--- src/rtl/mealy_seq_detector_param.sv ---
// Runtime-programmable Mealy serial sequence detector.
//
// This block watches a 1-bit serial stream that is qualified by en. It raises
// detected combinationally in the same cycle that the final bit of the active
// pattern arrives. The pattern can be reloaded at run time. Overlapping and
// non-overlapping detection are selectable on every cycle. A saturating
// counter records the number of detections.
//
// Ports:
//   clk        clock; all state updates on the rising edge
//   rst        synchronous active-high reset
//   en         data-valid; data is sampled only when en=1
//   data       serial input bit
//   overlap_en 1 = overlapping detection, 0 = non-overlapping
//   pat_load   load pat_in as the new pattern on this edge
//   pat_in     new pattern value (MSB is the first bit received)
//   detected   Mealy match flag (combinational)
//   det_count  saturating detection count (registered)
//   pattern_q  currently active pattern
module mealy_seq_detector_param #(
  parameter int unsigned                PATTERN_LEN = 4,
  parameter logic [PATTERN_LEN-1:0]     PATTERN     = 4'b1010,
  parameter int unsigned                COUNT_W     = 8
) (
  input  logic                   clk,
  input  logic                   rst,
  input  logic                   en,
  input  logic                   data,
  input  logic                   overlap_en,
  input  logic                   pat_load,
  input  logic [PATTERN_LEN-1:0] pat_in,
  output logic                   detected,
  output logic [COUNT_W-1:0]     det_count,
  output logic [PATTERN_LEN-1:0] pattern_q
);

  localparam int unsigned HW     = PATTERN_LEN - 1;
  localparam int unsigned FILL_W = $clog2(PATTERN_LEN);
  localparam logic [FILL_W-1:0] FILL_MAX = FILL_W'(PATTERN_LEN - 1);

  logic [PATTERN_LEN-1:0] pat_q, pat_d;
  logic [HW-1:0]          hist, hist_d;
  logic [FILL_W-1:0]      fill, fill_d;
  logic [COUNT_W-1:0]     cnt, cnt_d;

  logic [PATTERN_LEN-1:0] window;
  logic                   full;
  logic                   match;

  always_comb begin
    // The candidate window is the accepted history with the current bit
    // appended. Slicing this window gives the shifted history without a
    // hist[HW-2:0] select, which would be an invalid range when PATTERN_LEN=2.
    window   = {hist, data};
    full     = (fill == FILL_MAX);
    match    = full && (window == pat_q);
    detected = !rst && en && !pat_load && match;

    pat_d  = pat_q;
    hist_d = hist;
    fill_d = fill;
    cnt_d  = cnt;

    if (pat_load) begin
      pat_d  = pat_in;
      hist_d = '0;
      fill_d = '0;
    end else if (en) begin
      if (detected && !overlap_en) begin
        hist_d = '0;
        fill_d = '0;
      end else begin
        hist_d = window[HW-1:0];
        if (!full) begin
          fill_d = fill + 1'b1;
        end
      end
      if (detected && (cnt != '1)) begin
        cnt_d = cnt + 1'b1;
      end
    end
  end

  always_ff @(posedge clk) begin
    if (rst) begin
      pat_q <= PATTERN;
      hist  <= '0;
      fill  <= '0;
      cnt   <= '0;
    end else begin
      pat_q <= pat_d;
      hist  <= hist_d;
      fill  <= fill_d;
      cnt   <= cnt_d;
    end
  end

  assign det_count = cnt;
  assign pattern_q = pat_q;

endmodule

--- config.mk ---
export PLATFORM = sky130hd
export DESIGN_NAME = mealy_seq_detector_param
export DESIGN_NICKNAME = d
export VERILOG_FILES = /design/src/rtl/mealy_seq_detector_param.sv
export SDC_FILE = /design/constraint.sdc
export NUM_CORES = 1
export LEC_CHECK = 0
export ABC_AREA = 1
export CORE_ASPECT_RATIO = 1.1
export CORE_UTILIZATION = 51
export DETAILED_ROUTE_END_ITERATION = 16
export PLACE_DENSITY = 0.85
export SETUP_SLACK_MARGIN = 0.02
export SLEW_MARGIN = 10
export SYNTH_ARGS = -nofsm -noshare
export SYNTH_HDL_FRONTEND = slang
export SYNTH_SLANG_ARGS = --single-unit
export TNS_END_PERCENT = 20
--- constraint.sdc ---
create_clock -name clk -period 2 [get_ports clk]
set_input_delay 0.2 -clock clk [delete_from_list [all_inputs] [get_ports clk]]
set_output_delay 0.2 -clock clk [all_outputs]
set_load 0.02 [all_outputs]
# After elaboration in Yosys (flattened, before gate mapping)
# Index checks and enable logic that the tools add are counted.
[totals]
reg_bits = 17
in_bits = 10
output_inout_bits = 13
[op_classes]
add_sub_neg = 2
n_eq_ne = 4
n_mux = 3
bitwise_logic = 1
reduce_logical = 12
[op_table]
columns = ["operator", "n"]
rows = [
  ["adder 8 x 1 -> 8 bit (second input constant)", 1],
  ["inequality test 8 bit (second input constant)", 1],
  ["logical AND 1 bit", 6],
  ["== test 4 bit", 1],
  ["two-way mux 2 bit", 2],
  ["zero test 1 bit", 3],
  ["two-way mux 3 bit", 1],
  ["AND reduction 3 bit", 1],
  ["adder 2 x 1 -> 2 bit (second input constant)", 1],
  ["== test 2 bit (second input constant)", 1],
  ["inequality test 2 x 1 -> 1 bit (second input constant)", 1],
  ["AND reduction 2 bit", 1],
  ["OR reduction 2 bit", 1],
  ["NOT 1 bit", 1],
]

# Longest topological paths before layout
[depth]
word_depth = 7
mapped_depth = 9
depth_no_buf = 9

# Least setup slack after synthesis
# OpenSTA, ideal clock, no wires.
[synth_path]
path_kind = "register to register"
from = "register pat_q[0] (netlist: pattern_q[0])"
to = "register cnt[2] (netlist: det_count[2])"
arrival_ns = 1.436
setup_slack_ns = 0.494
path_stages_with_launch = 9
synth_period_minus_slack_ns = 1.506
path_cell_list = "dfxtp_1 inv_1 nand2_1 nand2_1 nor2_4 nand2_2 nor3_4 nand3_1 a21oi_1"
[synth_between]
elab_chain_cells = 5
[synth_rtl]
columns = ["element", "line", "text"]
rows = [
  ["start: declaration", "41", "logic [PATTERN_LEN-1:0] pat_q, pat_d;"],
  ["start signal: assignment", "91", "pat_q <= pat_d;"],
  ["== test 4 bit", "56", "match = full && (window == pat_q);"],
  ["logical AND 1 bit", "56", ""],
  ["logical AND 1 bit", "57", "detected = !rst && en && !pat_load && match;"],
  ["named net detected", "32", "output logic detected,"],
  ["logical AND 1 bit", "78", "if (detected && (cnt != '1)) begin"],
  ["AND reduction 3 bit (no line)", "--", ""],
  ["end signal: assignment", "94", "cnt <= cnt_d;"],
  ["end: declaration", "44", "logic [COUNT_W-1:0] cnt, cnt_d;"],
]
# The timed path passes the listed nets, and every way through them passes these cells.
# A chain may end at the register's enable or synchronous reset.

# Final worst setup path
[layout_path]
from = "register fill[0]"
to = "output detected"
[layout_between]
elab_chain_cells = 3
[layout_rtl]
columns = ["element", "line", "text"]
rows = [
  ["start: declaration", "43", "logic [FILL_W-1:0] fill, fill_d;"],
  ["start signal: assignment", "93", "fill <= fill_d;"],
  ["== test 2 bit", "55", "full = (fill == FILL_MAX);"],
  ["logical AND 1 bit", "56", ""],
  ["logical AND 1 bit", "57", ""],
  ["end: declaration", "32", ""],
]
# No other way between the ends.

==> results.toml <==
[placement]
dp_hpwl_um = 1575
gp_congestion = 0.8228
port_buffers = 22

[critical_path]
worstReg2RegStart = "fill[0]$_SDFFE_PP0P_"
path_class = "reg -> out"
crit_required_ns = 1.80
end_kind = "output port"
crit_start = "fill[0]$_SDFFE_PP0P_"
startpoint_type = "flop"
arrival_ns = 1.61
worstPathMaxFanout = 3
reg2reg_depth = 7

[floorplan]
placementRows = 15
io_pins = 23
die_x_um = 42.21
fp.dieArea_um2 = 1951
core-area_um2 = 1614
start_util_pct = 56.20
die_h_um = 46.23

[pwr]
p_int_w = 0.0004726
p_sw_share_pct = 25.46
seq_power_share_pct = 56.0
ir_worst_vdd_v = 0.0004254
power_frac_comb_pct = 15.3
pwr-share-clk_pct = 28.7
p_leak_nw = 0.5253
power.density_nw_per_um2 = 523.5
p_switching_w = 0.0001615

[detailed_routing]
routed_wl_um = 1938
via_count = 895
via_per_inst = 5.234
drtIter0Drc = 23
drc = 0
dr.pass1.iters = 4
antenna_left = 0
routedWlPerCell_um = 11.33

[final_layout]
fin_util_pct = 75.04
layout-drive-gt1-share_pct = 14.29
area_growth_pct = 33.52
num_antenna_cells = 0
nFillCells = 132
layout.nets = 167

[clock_network]
cts_tree = "built"
cts_sinks = 17
clk_path_buf_depth = 2
numCtsBuffers = 3
cts-root-buf = "clkbuf_4"
cts.clk_slew.worst_paths_ns = 0.10
clkLatencyLatePin_ns = 0.28
htreeDepth = 1

[run]
drv_cap = 0

[grt]
grt_pass1_wl_um = 3194
grt_pass1_vias = 781
track_usage_pct = 21.24
overflow = 0
antenna_found_initial = 0
grt_start_max_net_pins = 11

[synth]
netlist.area_leader.share_pct = 37.52
netlist_area_um2 = 907.1
synth_fp_nets = 135
postSynthCellCount = 123
ys_seq_area_share_pct = 37.52
synth.top_cells.by_count = "nand2_1, dfxtp_1, a21oi_1"
ys_warn_count = 0
ys.flop_type = "dfxtp_1"
synth.avg_cell_area_um2 = 7.375
synth_area_leaders = "dfxtp_1, nand2_1, a21oi_1"
ys_ff_latch = 17
synthArstFlopShare_pct = 0
yosysMostFrequentCell = "nand2_1"
synth_cell_type_count = 19
yosys.area.top_type = "dfxtp_1"
synth_edf_count = 0

[timing]
finalSetupViolCount = 0
maxSlewViolCount = 0
max_slew_margin_pct = 84.24
clock_skew_ns = 0.004425
fmax_mhz = 551.2
fin_setup_tns_ns = 0
timing.final.crit_share_pct = 90.71
grt_setup_unrepaired = "false"
fin_crit_ns = 1.814
finalHoldViolations = 0
tightest_slew_ns = 0.2339

[min_path]
holdCritPathClass = "in -> reg"
min-delay-start = "pat_in[1]"
min_path_cells = 3

[status]
status = "finished clean"
## per-layer routing
metal  wire length (um)  vias to the layer above  track usage, %
met3                 63                        2           3.529
met1                828                      408           24.94
met4                  4                        0           3.750
li1                   -                      465               -
met5                  0                        -               0
met2               1042                       20           41.23
## area by class of cell
class                      count  area, um2  area share, %
inverter                      13      48.80          4.029
tap                           17      21.27          1.756
multi-input combinational     91      503.0          41.53
clock buffer                   4      26.28          2.169
timing repair buffer          29      271.5          22.42
sequential                    17      340.3          28.10
## state kept, by name, indices dropped and copies added (netlist names)
name and flops:
det_count 8, fill 2, hist 3, pattern_q 4
## power groups by stage
stage	sequential [W]	combinational, W	clock (W)
finish	0.000355	0.0000971	0.000182
global route	0.000357	0.000108	0.000204
CTS	0.000355	0.0000978	0.000185
detailed placement	0.000363	0.0000975	0
global placement	0.000362	0.0000947	0
floorplan	0.000368	0.0000456	0
## cell usage in the layout, fill, tap and decap left out, drive strengths merged, types with 3 or more instances in the layout
cell and instances:
nand2 30, clkdlybuf4s50 21, buf 7, inv 13, xor2 3, nand3 10, nand4 3, dfxtp 17
o21ai 9, nor2 13, a21oi 16, xnor2 3, clkbuf 4
## what timing repair did
item	in CTS	in global routing
hold buffers	0	0
endpoints found under the setup margin	1	0
buffers inserted	0	0
hold endpoints to repair	0	0
resized for setup	1	0
## path summary, 6_finish.rpt
kind                          endpoint  slack (ns)
max reg2reg  det_count[1]$_SDFFE_PP0P_        0.49
max                           detected        0.19
min reg2reg  pattern_q[2]$_SDFFE_PP0P_        0.51
min          pattern_q[1]$_SDFFE_PP1P_        0.50
## critical path: stages (launching register included)
cell and delay, ns:
dfxtp_1 0.37, ha_1 0.20, nand2_1 0.07, nor2_2 0.14, nand2_2 0.08, nor3_4 0.13
dlygate4sd2_1 0.35
## logic make-up (layout without fill, tap and decap cells)
| group | Yosys count | after routing | synth area share [%] |
|---|---|---|---|
| and+or+nand+nor | 58 | 58 | 33.10 |
| AOI/OAI and AO/OA | 25 | 25 | 13.79 |
| DFF | 17 | 17 | 37.52 |
| buffers and inverters | 15 | 46 | 7.034 |
| xor gates and xnor gates | 6 | 6 | 5.794 |
| adders and majority gates | 2 | 2 | 2.758 |
## stage by stage
stage	hold WS [ns]	power [W]	std cells	setup WS (ns)	cell area, um2
final	0.5030	0.0006341	171	0.1857	1211
after global routing	0.5140	0.0006685	171	0.08024	1211
after CTS	0.5033	0.0006380	171	0.1827	1211
after detailed placement	0.4957	0.0004605	167	0.004473	1186
after global placement	0.4699	0.0004570	167	0.03917	1186
after floorplan	0.3004	0.0004140	123	0.4940	907.1
(Power assumes the default switching activity.)
==> RTL edit (same settings) <==
Reset style: asynchronous (`rst`), changed in one clocked block. Comments in the files are not updated.
--- a/src/rtl/mealy_seq_detector_param.sv
+++ b/src/rtl/mealy_seq_detector_param.sv
@@ -83,3 +83,3 @@
 
-  always_ff @(posedge clk) begin
+  always_ff @(posedge clk or posedge rst) begin
     if (rst) begin
Function: differs if rst is asserted again (counterexample within 4 cycles, from zero or initial values and one cycle with rst high); with rst held inactive, the same outputs for 10 cycles.
==> RTL edit against the original RTL <==
  * Clock power up 3%
  * Fmax fell by 3.7%
  * Routed wire length grew 14%
  * Clock skew increased by 0.00064 ns
  * Total power grew 13%
  * Setup slack worse by 0.070 ns
  * Sequential cell count stayed put
  * Final area rose by 13%
  * Die area is 17% higher
  * Area after synthesis increased by 17%
==> RTL edit: results (changes against the original RTL) <==
stage	metric	value	unit	change
pwr	switching_power	0.209	mW	+29%
min_path	min_path_type	input port to flip-flop		
placement	gp_congestion	0.859		+4.4%
cells_and_area	drive_gt1_share	17.5	%	+3.3 points
pwr	leakagePower	0.660	nW	+26%
global_route	grt_pass1_vias	906		+16%
cells_and_area	num-nets-final	184		+10%
yosys	ys.flop_type	dfrtp_1		
global_route	grt_start_max_net_pins	18		+7
timing	worstMarginPinSlew	0.673	ns	+0.439 ns
global_route	use_met1	28.2	%	+3.3 points
yosys	yosys-top-cells-area	dfrtp_1, nand2_1, inv_1, nand4_1, dfstp_2		
setup_path	cpMaxStageDelayCell	dfrtp_1		
pwr	pg_comb	0.148	mW	+52%
global_route	grt_first_pass_wirelength	3820	µm	+20%
setup_path	arrival	1.68	ns	+0.07 ns
global_route	use_met2	38.6	%	-2.7 points
pwr	power.share.clock	26.3	%	-2.4 points
cells_and_area	fill_cells	158		+20%
pwr	peakVddDrop	0.484	mV	+14%
yosys	synthTopCellsByCount	nand2_1, dfrtp_1, inv_1		
placement	dp_slack	-0.00262	ns	-0.00709 ns
clock_network	cts_setup_buffers	0		unchanged
yosys	netlist-cell-type-count	23		+4
global_route	grt.met3_usage	4.76	%	+1.2 points
route	totalWireLength	2200	µm	+14%
route	wl_per_cell	11.1	µm	-2.0%
outcome	status	complete, no violations		
route	routed-via-count	1010		+13%
setup_path	rr_startpoint	det_count[1]		
pwr	pwr-share-comb	20.8	%	+5.5 points
setup_path	startpoint	fill[0]		
yosys	ys_seq_area_share	40.2	%	+2.7 points
timing	skew	0.00507	ns	+0.000642 ns
yosys	async_reset_ff_share	100	%	+100 points
yosys	netlist_instances	142		+15%
## RTL edit: logic make-up (layout without fill, tap and decap cells)
group	after synthesis	after routing	share of synthesized area, %
XOR/XNOR	4	4	3.29
AO/OA/AOI/OAI	7	7	3.29
AND/OR/NAND/NOR	89	89	42.5
flip-flops	17	17	40.2
buffers and inverters	23	52	8.34
adder cells (fa/ha/maj)	2	2	2.35
## RTL edit: metrics by stage
stage	utilization (%)	area [µm²]	setup TNS (ns)
after global placement	72.3	1350	0
after CTS	73.7	1370	0
final	73.7	1370	0
after detailed placement	72.3	1350	-0.00262
after floorplan	-	1060	0
after global routing	73.7	1370	0
## RTL edit: worst paths after layout
kind	end	slack, ns
worst max-delay path	detected	0.12
worst min-delay path	pattern_q[3]	0.42
worst max register to register	det_count[6]	0.42
worst min register to register	pattern_q[1]	0.50
max in group asynchronous	det_count[7]	1.07
min in group asynchronous	pattern_q[2]	0.50
## RTL edit: layer usage
metal  wire (µm)  share of wire, %
met4          73               3.3
met1         898                41
met5           0                 0
met3         100               4.5
met2        1130                51
## RTL edit: worst max-delay path, delay by kind of cell (launching register included)
kind	cells	cell delay [ns]
buf+inv	2	0.39
fa+ha+maj	1	0.19
simple gates	3	0.43
flops	1	0.38
## RTL edit: layout make-up
class,instances,share of cell area (%)
clock buffers,4,1.92
inverters,21,5.75
multi-input cells,102,40.0
flip-flops and latches,17,31.2
well taps,27,2.46
repair buffers,27,18.7
## RTL edit: repair_timing
action / CTS / global route
gates resized for setup: 1 / 0
hold buffers: 0 / 0
endpoints found under the setup margin: 1 / 0
